===== config.mk =====
export PLATFORM = sky130hd
export DESIGN_NAME = mostra_sequencia
export DESIGN_NICKNAME = d
export VERILOG_FILES = /design/src/rtl/mostra_sequencia_pkg.sv /design/src/rtl/mostra_sequencia_temporizador.sv /design/src/rtl/mostra_sequencia.sv
export SDC_FILE = /design/constraint.sdc
export NUM_CORES = 1
export LEC_CHECK = 0
export CORE_MARGIN = 8
export CORE_UTILIZATION = 40
export DETAILED_ROUTE_END_ITERATION = 8
export PLACE_DENSITY_LB_ADDON = 0.12
export SYNTH_ARGS = -nofsm -noshare
export SYNTH_HDL_FRONTEND = slang
export SYNTH_SLANG_ARGS = --single-unit

===== constraint.sdc =====
create_clock -name clock -period 2.1 [get_ports clock]
set_input_delay 0.525 -clock clock [delete_from_list [all_inputs] [get_ports clock]]
set_output_delay 0.525 -clock clock [all_outputs]
set_load 0.005 [all_outputs]

===== src/rtl/mostra_sequencia_pkg.sv =====
// rtl/mostra_sequencia_pkg.sv - state codes and default timing shared with the game top level
package mostra_sequencia_pkg;

    typedef enum logic [2:0] {
        ST_INICIAL = 3'd0,
        ST_CARREGA = 3'd1,
        ST_ACENDE  = 3'd2,
        ST_APAGA   = 3'd3,
        ST_PROXIMO = 3'd4,
        ST_FIM     = 3'd5
    } estado_t;

    localparam int T_ON_PADRAO  = 1000;
    localparam int T_OFF_PADRAO = 500;

endpackage


===== src/rtl/mostra_sequencia_temporizador.sv =====
// rtl/mostra_sequencia_temporizador.sv - temporizador_mostra: lit/blank interval counter
module temporizador_mostra #(
    parameter int CNT_W = 16,
    parameter int T_ON  = 1000,
    parameter int T_OFF = 500
) (
    input  logic clock,
    input  logic reset,
    input  logic i_limpa,
    input  logic i_conta,
    input  logic i_sel_off,
    output logic o_fim_tempo
);

    localparam logic [CNT_W-1:0] TERM_ON  = CNT_W'(T_ON - 1);
    localparam logic [CNT_W-1:0] TERM_OFF = CNT_W'(T_OFF - 1);

    logic [CNT_W-1:0] r_cnt;

    always_ff @(posedge clock) begin
        if (reset || i_limpa) begin
            r_cnt <= '0;
        end else if (i_conta) begin
            r_cnt <= r_cnt + CNT_W'(1);
        end
    end

    assign o_fim_tempo = (r_cnt == (i_sel_off ? TERM_OFF : TERM_ON));

endmodule


===== src/rtl/mostra_sequencia.sv =====
// rtl/mostra_sequencia.sv - plays the round's sequence on the LEDs; MOSTRA_SEQUENCIA_ABORTA_EN adds an abort input
module mostra_sequencia
    import mostra_sequencia_pkg::*;
#(
    parameter int ADDR_W = 4,
    parameter int LED_W  = 4,
    parameter int T_ON   = T_ON_PADRAO,
    parameter int T_OFF  = T_OFF_PADRAO,
    parameter int CNT_W  = 16
) (
    input  logic              clock,
    input  logic              reset,
    input  logic              iniciar,
`ifdef MOSTRA_SEQUENCIA_ABORTA_EN
    input  logic              aborta,
`endif
    input  logic [ADDR_W-1:0] limite,
    input  logic [LED_W-1:0]  dado,
    output logic [ADDR_W-1:0] endereco,
    output logic [LED_W-1:0]  leds,
    output logic              mostrando,
    output logic              pronto,
    output logic [2:0]        db_estado
);

    estado_t           r_estado;
    estado_t           w_prox;
    logic [ADDR_W-1:0] r_endereco;
    logic [ADDR_W-1:0] r_limite;
    logic [LED_W-1:0]  r_dado;
    logic              w_limpa;
    logic              w_conta;
    logic              w_sel_off;
    logic              w_fim_tempo;

    temporizador_mostra #(
        .CNT_W (CNT_W),
        .T_ON  (T_ON),
        .T_OFF (T_OFF)
    ) u_temporizador (
        .clock       (clock),
        .reset       (reset),
        .i_limpa     (w_limpa),
        .i_conta     (w_conta),
        .i_sel_off   (w_sel_off),
        .o_fim_tempo (w_fim_tempo)
    );

    always_ff @(posedge clock) begin
        if (reset) begin
            r_estado <= ST_INICIAL;
        end else begin
            r_estado <= w_prox;
        end
    end

    always_comb begin
        w_prox    = r_estado;
        w_limpa   = 1'b0;
        w_conta   = 1'b0;
        w_sel_off = 1'b0;
        case (r_estado)
            ST_INICIAL: begin
                if (iniciar) begin
                    w_limpa = 1'b1;
                    w_prox  = ST_CARREGA;
                end
            end
            ST_CARREGA: begin
                w_limpa = 1'b1;
                w_prox  = ST_ACENDE;
            end
            ST_ACENDE: begin
                w_conta = 1'b1;
                if (w_fim_tempo) begin
                    w_limpa = 1'b1;
                    w_prox  = ST_APAGA;
                end
            end
            ST_APAGA: begin
                w_conta   = 1'b1;
                w_sel_off = 1'b1;
                if (w_fim_tempo) begin
                    w_limpa = 1'b1;
                    w_prox  = (r_endereco == r_limite) ? ST_FIM : ST_PROXIMO;
                end
            end
            ST_PROXIMO: w_prox = ST_CARREGA;
            ST_FIM:     w_prox = ST_INICIAL;
            default:    w_prox = ST_INICIAL;
        endcase
`ifdef MOSTRA_SEQUENCIA_ABORTA_EN
        if (aborta && (r_estado != ST_INICIAL)) begin
            w_limpa = 1'b1;
            w_prox  = ST_INICIAL;
        end
`endif
    end

    // Any return to inicial (end, abort, illegal code) parks the address at 0.
    always_ff @(posedge clock) begin
        if (reset) begin
            r_endereco <= '0;
            r_limite   <= '0;
            r_dado     <= '0;
        end else begin
            if (w_prox == ST_INICIAL) begin
                r_endereco <= '0;
            end else if (r_estado == ST_PROXIMO) begin
                r_endereco <= r_endereco + ADDR_W'(1);
            end
            if ((r_estado == ST_INICIAL) && iniciar) begin
                r_limite <= limite;
            end
            if (r_estado == ST_CARREGA) begin
                r_dado <= dado;
            end
        end
    end

    assign endereco  = r_endereco;
    assign leds      = (r_estado == ST_ACENDE) ? r_dado : '0;
    assign mostrando = (r_estado != ST_INICIAL);
    assign pronto    = (r_estado == ST_FIM);
    assign db_estado = r_estado;

endmodule


## Word level (Yosys, flattened, before mapping)

Index checks and enable logic that the tools add are counted.

| storage, ports and cells | value |
|---|---|
| bits in registers | 31 |
| output and inout bits | 13 |

| operators by class | value |
|---|---|
| $add $sub $neg | 2 |
| eq/ne operators | 7 |
| muxes and demuxes | 12 |
| reductions and logical operators | 7 |

Operators with widths:

| operator | number |
|---|---|
| adder 16 x 1 -> 16 bit, second input constant | 1 |
| == test 16 bit | 1 |
| case mux 3 bit (5 select lines) | 1 |
| two-way mux 10 bit | 1 |
| two-way mux 3 bit | 3 |
| == test 3 x 2 -> 1 bit, second input constant | 2 |
| == test 3 bit, second input constant | 2 |
| zero test 3 bit | 2 |
| two-way mux 1 bit | 5 |
| adder 4 x 1 -> 4 bit, second input constant | 1 |
| == test 4 bit | 1 |
| two-way mux 4 bit | 1 |
| OR reduction 2 bit | 2 |
| == test 3 x 1 -> 1 bit, second input constant | 1 |
| case mux 1 bit (3 select lines) | 1 |
| nonzero test 3 bit | 1 |
| logical AND 1 bit | 1 |
| logical OR 1 bit | 1 |

## Logic depth before layout (Yosys ltp)

Gate-level depths: netlist (run 1).

| logic depth | value |
|---|---|
| word-level depth | 8 |
| gate-level depth with buffers | 6 |

## Modules after synthesis

A second synthesis (run 1) with hierarchy kept.

| unflattened totals | value |
|---|---|
| cells, all modules | 176 |
| area, all modules | 1572.8 µm² |

By module, submodules not included:

| module | instances | cells an instance | area an instance (µm²) |
|---|---|---|---|
| temporizador_mostra | 1 | 93 | 798.3 |
| mostra_sequencia | 1 | 83 | 774.5 |

## Least setup slack after synthesis (run 1)

OpenSTA, ideal clock, no wires.

| timing path | value |
|---|---|
| kind | register to register |
| start point | register u_temporizador.r_cnt[0] |
| end point | register u_temporizador.r_cnt[7] |
| setup time | 0.115 ns |
| arrival time | 1.623 ns |
| setup slack | 0.362 ns |
| cell stages (with the launch flop) | 7 |
| clock period less this slack | 1.738 ns |
| path through | dfxtp_1 > ha_1 > nor4b_1 > nand3_1 > o311ai_4 > buf_4 > nor2_1 |

| between the ends | value |
|---|---|
| longest elaborated chain between the ends | 4 |
| elaborated cells between the ends (all ways) | 5 |
| classes of those cells | 1 x add/sub; 1 x eq/ne; 2 x mux; 1 x reduce/logical |

RTL lines:

| what | RTL line | text |
|---|---|---|
| start, declared | mostra_sequencia_temporizador.sv:18 | `logic [CNT_W-1:0] r_cnt;` |
| start signal, assigned | mostra_sequencia_temporizador.sv:24 | `r_cnt <= r_cnt + CNT_W'(1);` |
| parallel branches: the longest is 4 deep, another holds adder 16 x 1 -> 16 bit | - |  |

Several ways; the timed one is not identified.
A chain may end at the register's enable or synchronous reset.

## Worst setup path after layout (run 1)

| timing path | value |
|---|---|
| start point | register r_estado[1], in the netlist db_estado[1] |
| end point | output mostrando |

| between the ends | value |
|---|---|
| longest elaborated chain between the ends | 1 |

RTL lines:

| what | RTL line | text |
|---|---|---|
| start, declared | mostra_sequencia.sv:26 | `estado_t r_estado;` |
| start signal, assigned | mostra_sequencia.sv:53 | `r_estado <= w_prox;` |
| nonzero test 3 bit | mostra_sequencia.sv:123 | `assign mostrando = (r_estado != ST_INICIAL);` |
| end, declared | mostra_sequencia.sv:21 | `output logic mostrando,` |

No other way between the ends.

==> summary.json, run 1 <==
{
  "logic_synthesis": {
    "synth.yosys.seq_area_share": 0.402,
    "net_count_synth": 182,
    "post_synth.cell_area_avg_um2": 9.14,
    "synth_enable_flop_cells": 0,
    "synth.top_cells.by_area": "sky130_fd_sc_hd__dfxtp_1 40%, sky130_fd_sc_hd__nor2_1 7.5%, sky130_fd_sc_hd__xor2_1 6.8%",
    "synthDistinctLibCells": 40,
    "synth_top_area_cell": "sky130_fd_sc_hd__dfxtp_1",
    "ys_warn_count": 0,
    "synthFlopType": "sky130_fd_sc_hd__dfxtp_1",
    "synthCells": 169,
    "post-synth-top-area-fraction": 0.402,
    "synth.cell_area_um2": 1550,
    "asyncSetResetFlopFracSynth": 0,
    "postSynthRegisterBits": 31
  },
  "place": {
    "placedCellCount": 238,
    "detailed_placement_wirelength_estimate_mm": 2.51,
    "place_congestion": 0.705,
    "placement.setup.worst_slack_ps": 111,
    "dpl_cell_area_um2": 1840,
    "portBuffers": 23
  },
  "critical_path": {
    "critical-path-max-stage-delay_ps": 430,
    "critPathLaunch": "db_estado[1]",
    "worst_ep_required_time_ps": 1570,
    "endpoint_type_of_the_worst_setup_path": "output pin",
    "critPathCapture": "mostrando",
    "critical_path.slowest_cell": "sky130_fd_sc_hd__or3_2",
    "crit_chain": "buf_4, or3_2, dlygate4sd2_1",
    "setup.worst_path.start_class": "register",
    "regToRegStartpoint": "u_temporizador.r_cnt[0]",
    "crit_path_max_fanout": 13,
    "setup.worst_path.class": "register to output pin",
    "endpoint_arrival_time_on_the_critical_path_ps": 1480,
    "r2r_setup_slack_ps": 280,
    "worstReg2RegEnd": "db_estado[0]",
    "worst-r2r-cell-count": 5
  },
  "floorplanning": {
    "floorplan.io_pins": 24,
    "effective_utilization_at_floorplan": 0.419,
    "dieHeight_um": 78.2,
    "area_of_the_core_region_um2": 3690,
    "row_count": 22,
    "die_w_um": 78.2,
    "floorplan.die_area_um2": 6110
  },
  "clock_tree": {
    "h_tree_depth": 2,
    "clkLatencyLatePin_ps": 280,
    "cts.clk_slew.worst_paths_ps": 60,
    "cts_inserted_buffers": 5,
    "post_cts_buffers": 0,
    "cts.root.buffer_cell": "sky130_fd_sc_hd__clkbuf_8",
    "cts_tree": "done",
    "cts_num_sinks": 31,
    "clk_path_buf_depth": 2
  },
  "sta": {
    "min_period_over_period": 0.953,
    "fin_skew_ps": 3.41,
    "report.final.hold_viol_count": 0,
    "rel_slew_slack": 0.666,
    "slew_at_the_pin_with_the_worst_max_slew_slack_ps": 499,
    "timing.final.crit_period_ps": 2000,
    "fin_ws_ps": 99.2,
    "grt_setup_unrepaired": "false",
    "setup_tns_ps": 0,
    "slew_violations": 0,
    "setup_viol": 0,
    "fmax_ghz": 0.500
  },
  "flow_run": {
    "timing.max_cap.violations": 0
  },
  "hold_path": {
    "worst_hold_path_type": "register to register",
    "hold_path_depth": 2
  },
  "routing": {
    "final_antenna_net_count": 0,
    "total_via_count_after_detailed_routing": 1264,
    "via_per_inst": 5.14,
    "drt_pre_antenna_iters": 4,
    "wirelength_mm": 3.27,
    "drc": 0,
    "drt_iter0_drc": 105,
    "route.detailed.wl_per_inst_um": 13.3
  },
  "finish": {
    "stdcell_count": 246,
    "final_area_um2": 1920,
    "fin_nets": 210,
    "drive_above_1_share": 0.126,
    "flow.area_growth_from_synthesis_pct": 24.5,
    "antenna_cells": 0,
    "fill_cells": 367
  },
  "global_route": {
    "grt_pass1_wl_mm": 5.65,
    "antenna_found_initial": 0,
    "pin_count_of_the_biggest_net_entering_global_routing": 17,
    "global_route.overflow_total": 0,
    "grt_usage": 0.114,
    "vias_in_the_first_global_route": 1264
  },
  "power": {
    "max-vdd-ir-drop_v": 0.000314,
    "power.leakage_nw": 0.768,
    "power-per-cell-area_nw_per_um2": 619,
    "total_power_mw": 1.19
  },
  "run_status": {
    "status": "completed"
  }
}
==> worst max-delay path: cells and delay by family (launching register included) <==
family / cells / cell delay, ps
DFF: 1 / 310
buffers and inverters: 2 / 450
and+or+nand+nor: 1 / 430
==> synth_stat cells, drive strengths merged (2+ instances only) <==
| cell type | n |
|---|---|
| nor2 | 31 |
| nand3 | 5 |
| xor2 | 12 |
| and2 | 5 |
| ha | 2 |
| or3 | 4 |
| xnor2 | 4 |
| and3b | 2 |
| nand4 | 6 |
| o31ai | 2 |
| dfxtp | 31 |
| nor4 | 4 |
| or4 | 2 |
| o31a | 2 |
| nor3b | 2 |
| a21oi | 5 |
| inv | 2 |
| and4 | 2 |
| nand3b | 2 |
| buf | 4 |
| and3 | 2 |
| nand2 | 6 |
| nor3 | 3 |
| o21ai | 5 |
| mux2i | 10 |
| a22oi | 3 |
| clkbuf | 4 |
==> cells in the final DEF (no fill, tap or decap), drive strengths merged, types with 3 or more instances in the layout <==
master and count:
dfxtp 31, dlygate4sd2 5, nor2 31, nand4 6, clkbuf 7, buf 6
xor2 12, mux2i 10, xnor2 4, or3 4, o21ai 5, and2 5
a21oi 5, nand2 6, nor3 3, nor4 4, clkdlybuf4s50 18, a22oi 3
nand3 5
==> worst min-delay path by stage <==
stage / slack [ps] / to / start
finish: 500 / u_temporizador.r_cnt[14] / u_temporizador.r_cnt[14]
global route: 530 / u_temporizador.r_cnt[15] / u_temporizador.r_cnt[15]
CTS: 500 / u_temporizador.r_cnt[14] / u_temporizador.r_cnt[14]
detailed placement: 500 / u_temporizador.r_cnt[14] / u_temporizador.r_cnt[14]
global placement: 480 / r_dado[2] / r_dado[2]
floorplan: 450 / r_dado[0] / r_dado[0]
==> per-stage QoR <==
step | utilization | hold WS [ps]
2_1_floorplan | - | 452
3_3_place_gp | 0.498 | 479
3_5_place_dp | 0.498 | 496
4_1_cts | 0.521 | 505
5_1_grt | 0.521 | 525
6_report | 0.521 | 502
==> power by group <==
part | leakage (nW) | internal [mW] | switching (mW)
sequential | 0.251 | 0.602 | 0.0124
clock | 0.0422 | 0.232 | 0.210
combinational | 0.474 | 0.0720 | 0.0614
total | 0.768 | 0.906 | 0.283
==> final cells by class <==
cell class	count	area [µm²]	area share
Clock buffer	7	76.3	0.0397
Clock inverter	1	5.00	0.00260
Inverter	2	7.51	0.00390
Multi-Input combinational cell	128	871	0.453
Sequential cell	31	622	0.323
Tap cell	48	60.1	0.0312
Timing Repair Buffer	29	282	0.146
==> registers in the layout (all words and copies together) (netlist names) <==
| signal | flops |
|---|---|
| u_temporizador.r_cnt | 16 |
| r_dado | 4 |
| r_limite | 4 |
| db_estado | 3 |
| endereco | 4 |
==> routing by layer <==
metal / track usage / wire [µm] / vias to the layer above
met5: 0 / 0 / -
met2: 0.185 / 1560 / 23
met1: 0.123 / 1470 / 584
met3: 0.0535 / 191 / 7
li1: - / - / 650
met4: 0.0537 / 57 / 0
==> logic make-up (layout without fill, tap and decap cells) <==
kind of cell | Yosys count | count (layout) | share of synthesized area
XOR/XNOR | 16 | 16 | 0.0907
flip-flops | 31 | 31 | 0.402
adder cells (fa/ha/maj) | 2 | 2 | 0.0162
multiplexers | 10 | 10 | 0.0648
buffers and inverters | 10 | 39 | 0.0413
AND/OR/NAND/NOR | 80 | 80 | 0.288
AO/OA/AOI/OAI | 20 | 20 | 0.0972
==> timing repair <==
item                                    4_1_cts  5_1_grt
resized for setup                             9        0
hold buffers                                  0        0
endpoints found under the setup margin        5        0
No activity file was read; power rests on OpenSTA's default activity.
==> inputs of run 2 (changes only) <==
--- a/config.mk
+++ b/config.mk
@@ -9,6 +9,7 @@
 export CORE_UTILIZATION = 40
 export DETAILED_ROUTE_END_ITERATION = 8
 export PLACE_DENSITY_LB_ADDON = 0.12
+export SETUP_SLACK_MARGIN = 0.05
 export SYNTH_ARGS = -nofsm -noshare
 export SYNTH_HDL_FRONTEND = slang
 export SYNTH_SLANG_ARGS = --single-unit
==> summary.json, run 2 (synthesis gave the netlist of run 1 again) <==
{
  "power": {
    "power.leakage": {"value": 0.766, "unit": "nW", "change": "-0.15%"},
    "total_power": {"value": 1.19, "unit": "mW", "change": "about the same"},
    "max-vdd-ir-drop": {"value": 0.000314, "unit": "V", "change": "about the same"},
    "power-per-cell-area": {"value": 617, "unit": "nW/µm²", "change": "-0.21%"}
  },
  "clock_tree": {
    "clk_path_buf_depth": {"value": 2, "change": "unchanged"},
    "cts.root.buffer_cell": "sky130_fd_sc_hd__clkbuf_8",
    "cts.clk_slew.worst_paths": {"value": 60, "unit": "ps", "change": "about the same"},
    "cts_inserted_buffers": {"value": 5, "change": "unchanged"},
    "h_tree_depth": {"value": 2, "change": "unchanged"},
    "cts_num_sinks": {"value": 31, "change": "unchanged"},
    "cts_tree": "done",
    "clkLatencyLatePin": {"value": 280, "unit": "ps", "change": "about the same"}
  },
  "global_route": {
    "grt_usage": {"value": 0.114, "change": "unchanged"},
    "vias_in_the_first_global_route": {"value": 1264, "change": "unchanged"},
    "grt_pass1_wl": {"value": 5.65, "unit": "mm", "change": "unchanged"},
    "antenna_found_initial": {"value": 0, "change": "unchanged"},
    "global_route.overflow_total": {"value": 0, "change": "unchanged"},
    "pin_count_of_the_biggest_net_entering_global_routing": {"value": 17, "change": "unchanged"}
  },
  "routing": {
    "drc": {"value": 0, "change": "unchanged"},
    "total_via_count_after_detailed_routing": {"value": 1264, "change": "unchanged"},
    "route.detailed.wl_per_inst": {"value": 13.3, "unit": "µm", "change": "about the same"},
    "drt_pre_antenna_iters": {"value": 4, "change": "unchanged"},
    "drt_iter0_drc": {"value": 105, "change": "unchanged"},
    "final_antenna_net_count": {"value": 0, "change": "unchanged"},
    "wirelength": {"value": 3.27, "unit": "mm", "change": "about the same"},
    "via_per_inst": {"value": 5.14, "change": "unchanged"}
  },
  "floorplanning": {
    "floorplan.die_area": {"value": 6110, "unit": "µm²", "change": "unchanged"},
    "die_w": {"value": 78.2, "unit": "µm", "change": "unchanged"},
    "dieHeight": {"value": 78.2, "unit": "µm", "change": "unchanged"},
    "effective_utilization_at_floorplan": {"value": 0.419, "change": "unchanged"},
    "floorplan.io_pins": {"value": 24, "change": "unchanged"},
    "row_count": {"value": 22, "change": "unchanged"},
    "area_of_the_core_region": {"value": 3690, "unit": "µm²", "change": "unchanged"}
  },
  "critical_path": {
    "regToRegStartpoint": "u_temporizador.r_cnt[0]",
    "setup.worst_path.class": "register to output pin",
    "worst_ep_required_time": {"value": 1570, "unit": "ps", "change": "about the same"},
    "critical-path-top-delay-family": "buffers and inverters",
    "critical_path.n_buffers_inverters": {"value": 2, "change": "unchanged"},
    "setup.worst_path.start_class": "register",
    "worst-r2r-cell-count": {"value": 5, "change": "unchanged"},
    "endpoint_type_of_the_worst_setup_path": "output pin",
    "endpoint_arrival_time_on_the_critical_path": {"value": 1440, "unit": "ps", "change": "-40 ps"},
    "critical-path-max-stage-delay": {"value": 510, "unit": "ps", "change": "+80 ps"},
    "critical_path.slowest_cell": "sky130_fd_sc_hd__clkdlybuf4s50_1",
    "crit_chain": "buf_6, nand2_1, nor2_1, clkdlybuf4s50_1",
    "crit_path_max_fanout": {"value": 11, "change": "-2"},
    "r2r_setup_slack": {"value": 280, "unit": "ps", "change": "about the same"},
    "worstReg2RegEnd": "db_estado[0]"
  },
  "sta": {
    "min_period_over_period": {"value": 0.936, "change": "-0.0171"},
    "setup_tns": {"value": 0, "unit": "ps", "change": "unchanged"},
    "timing.final.crit_period": {"value": 1960, "unit": "ps", "change": "-35.9 ps"},
    "report.final.hold_viol_count": {"value": 0, "change": "unchanged"},
    "fin_skew": {"value": 3.41, "unit": "ps", "change": "unchanged"},
    "slew_violations": {"value": 0, "change": "unchanged"},
    "setup_viol": {"value": 0, "change": "unchanged"},
    "slew_at_the_pin_with_the_worst_max_slew_slack": {"value": 499, "unit": "ps", "change": "unchanged"},
    "rel_slew_slack": {"value": 0.666, "change": "unchanged"},
    "grt_setup_unrepaired": "false",
    "fmax": {"value": 0.509, "unit": "GHz", "change": "+1.8%"}
  },
  "finish": {
    "final_cell_mix": "30 x sky130_fd_sc_hd__nor2_1, 30 x sky130_fd_sc_hd__dfxtp_1, 18 x sky130_fd_sc_hd__clkdlybuf4s50_1",
    "seqCellArea": {"value": 622, "unit": "µm²", "change": "unchanged"},
    "fill_cells": {"value": 366, "change": "-0.27%"},
    "antenna_cells": {"value": 0, "change": "unchanged"},
    "largest_register_ff_count": {"value": 16, "change": "unchanged"},
    "fin_nets": {"value": 210, "change": "unchanged"},
    "final_area": {"value": 1930, "unit": "µm²", "change": "+0.26%"},
    "flow.area_growth_from_synthesis_pct": 24.8,
    "max_flop_register": "u_temporizador.r_cnt",
    "area_of_the_multi_input_gates": {"value": 871, "unit": "µm²", "change": "unchanged"},
    "drive_above_1_share": {"value": 0.126, "change": "unchanged"}
  },
  "place": {
    "place_congestion": {"value": 0.705, "change": "unchanged"},
    "detailed_placement_wirelength_estimate": {"value": 2.51, "unit": "mm", "change": "unchanged"},
    "portBuffers": {"value": 23, "change": "unchanged"},
    "dpl_cell_area": {"value": 1840, "unit": "µm²", "change": "unchanged"}
  },
  "flow_run": {
    "timing.max_cap.violations": {"value": 0, "change": "unchanged"}
  },
  "run_status": {
    "status": "completed"
  },
  "hold_path": {
    "hold_path_depth": {"value": 2, "change": "unchanged"},
    "hold_path_end": "u_temporizador.r_cnt[14]",
    "min_from": "u_temporizador.r_cnt[14]",
    "worst_hold_path_type": "register to register"
  }
}
-- run 2: cell types whose count changed in the layout (fill, tap and decap cells not counted), sizes merged --
cell and change:
clkdlybuf4s15 +1, dlygate4sd2 -1
-- run 2: final cells by class --
type | count | area share
clock inverter | 1 | 0.00260
timing repair buffer | 29 | 0.149
tap | 48 | 0.0311
sequential | 31 | 0.323
inverter | 2 | 0.00389
clock buffer | 7 | 0.0396
multi-input combinational | 128 | 0.452
-- run 2: through the flow --
step	setup WS (ps)	hold slack [ps]	std cells	util
global placement	153	479	238	0.498
detailed placement	111	496	238	0.498
finish	135	502	246	0.523
global route	53.3	525	246	0.523
floorplan	362	452	169	-
CTS	75.8	505	246	0.521
-- run 2: power breakdown --
group | switching [mW] | total [mW] | leakage, nW | internal, mW
clock | 0.210 | 0.442 | 0.0422 | 0.232
combinational | 0.0615 | 0.134 | 0.473 | 0.0725
sequential | 0.0124 | 0.615 | 0.251 | 0.602
total | 0.283 | 1.19 | 0.766 | 0.907
-- run 2: worst max path at each step --
| stage | startpoint | to | slack [ps] | cells after the start |
|---|---|---|---|---|
| final | db_estado[2] | pronto | 140 | 4 |
| after global routing | db_estado[2] | pronto | 50 | 4 |
| after CTS | db_estado[1] | mostrando | 80 | 3 |
| after detailed placement | db_estado[1] | leds[0] | 110 | 4 |
| after global placement | db_estado[1] | leds[2] | 150 | 4 |
| after floorplan | u_temporizador.r_cnt[0] | u_temporizador.r_cnt[7] | 360 | 6 |
-- run 2: timing repair --
item | 4_1_cts | 5_1_grt
hold buffers | 0 | 0
buffers inserted | 0 | 0
endpoints found under the setup margin | 5 | 2
gates resized for setup | 9 | 2
-- run 2: routing by layer --
| layer | vias up | share of wire | track usage |
|---|---|---|---|
| li1 | 650 | - | - |
| met1 | 584 | 0.45 | 0.123 |
| met2 | 23 | 0.48 | 0.185 |
| met3 | 7 | 0.058 | 0.0535 |
| met4 | 0 | 0.017 | 0.0537 |
| met5 | - | 0 | 0 |
-- run 2: worst register-to-register path: stages (launching register included) --
cell	delay, ps
sky130_fd_sc_hd__dfxtp_1	400
sky130_fd_sc_hd__ha_1	240
sky130_fd_sc_hd__nor4b_1	240
sky130_fd_sc_hd__nand3_1	240
sky130_fd_sc_hd__o31a_1	350
sky130_fd_sc_hd__o31a_1	240
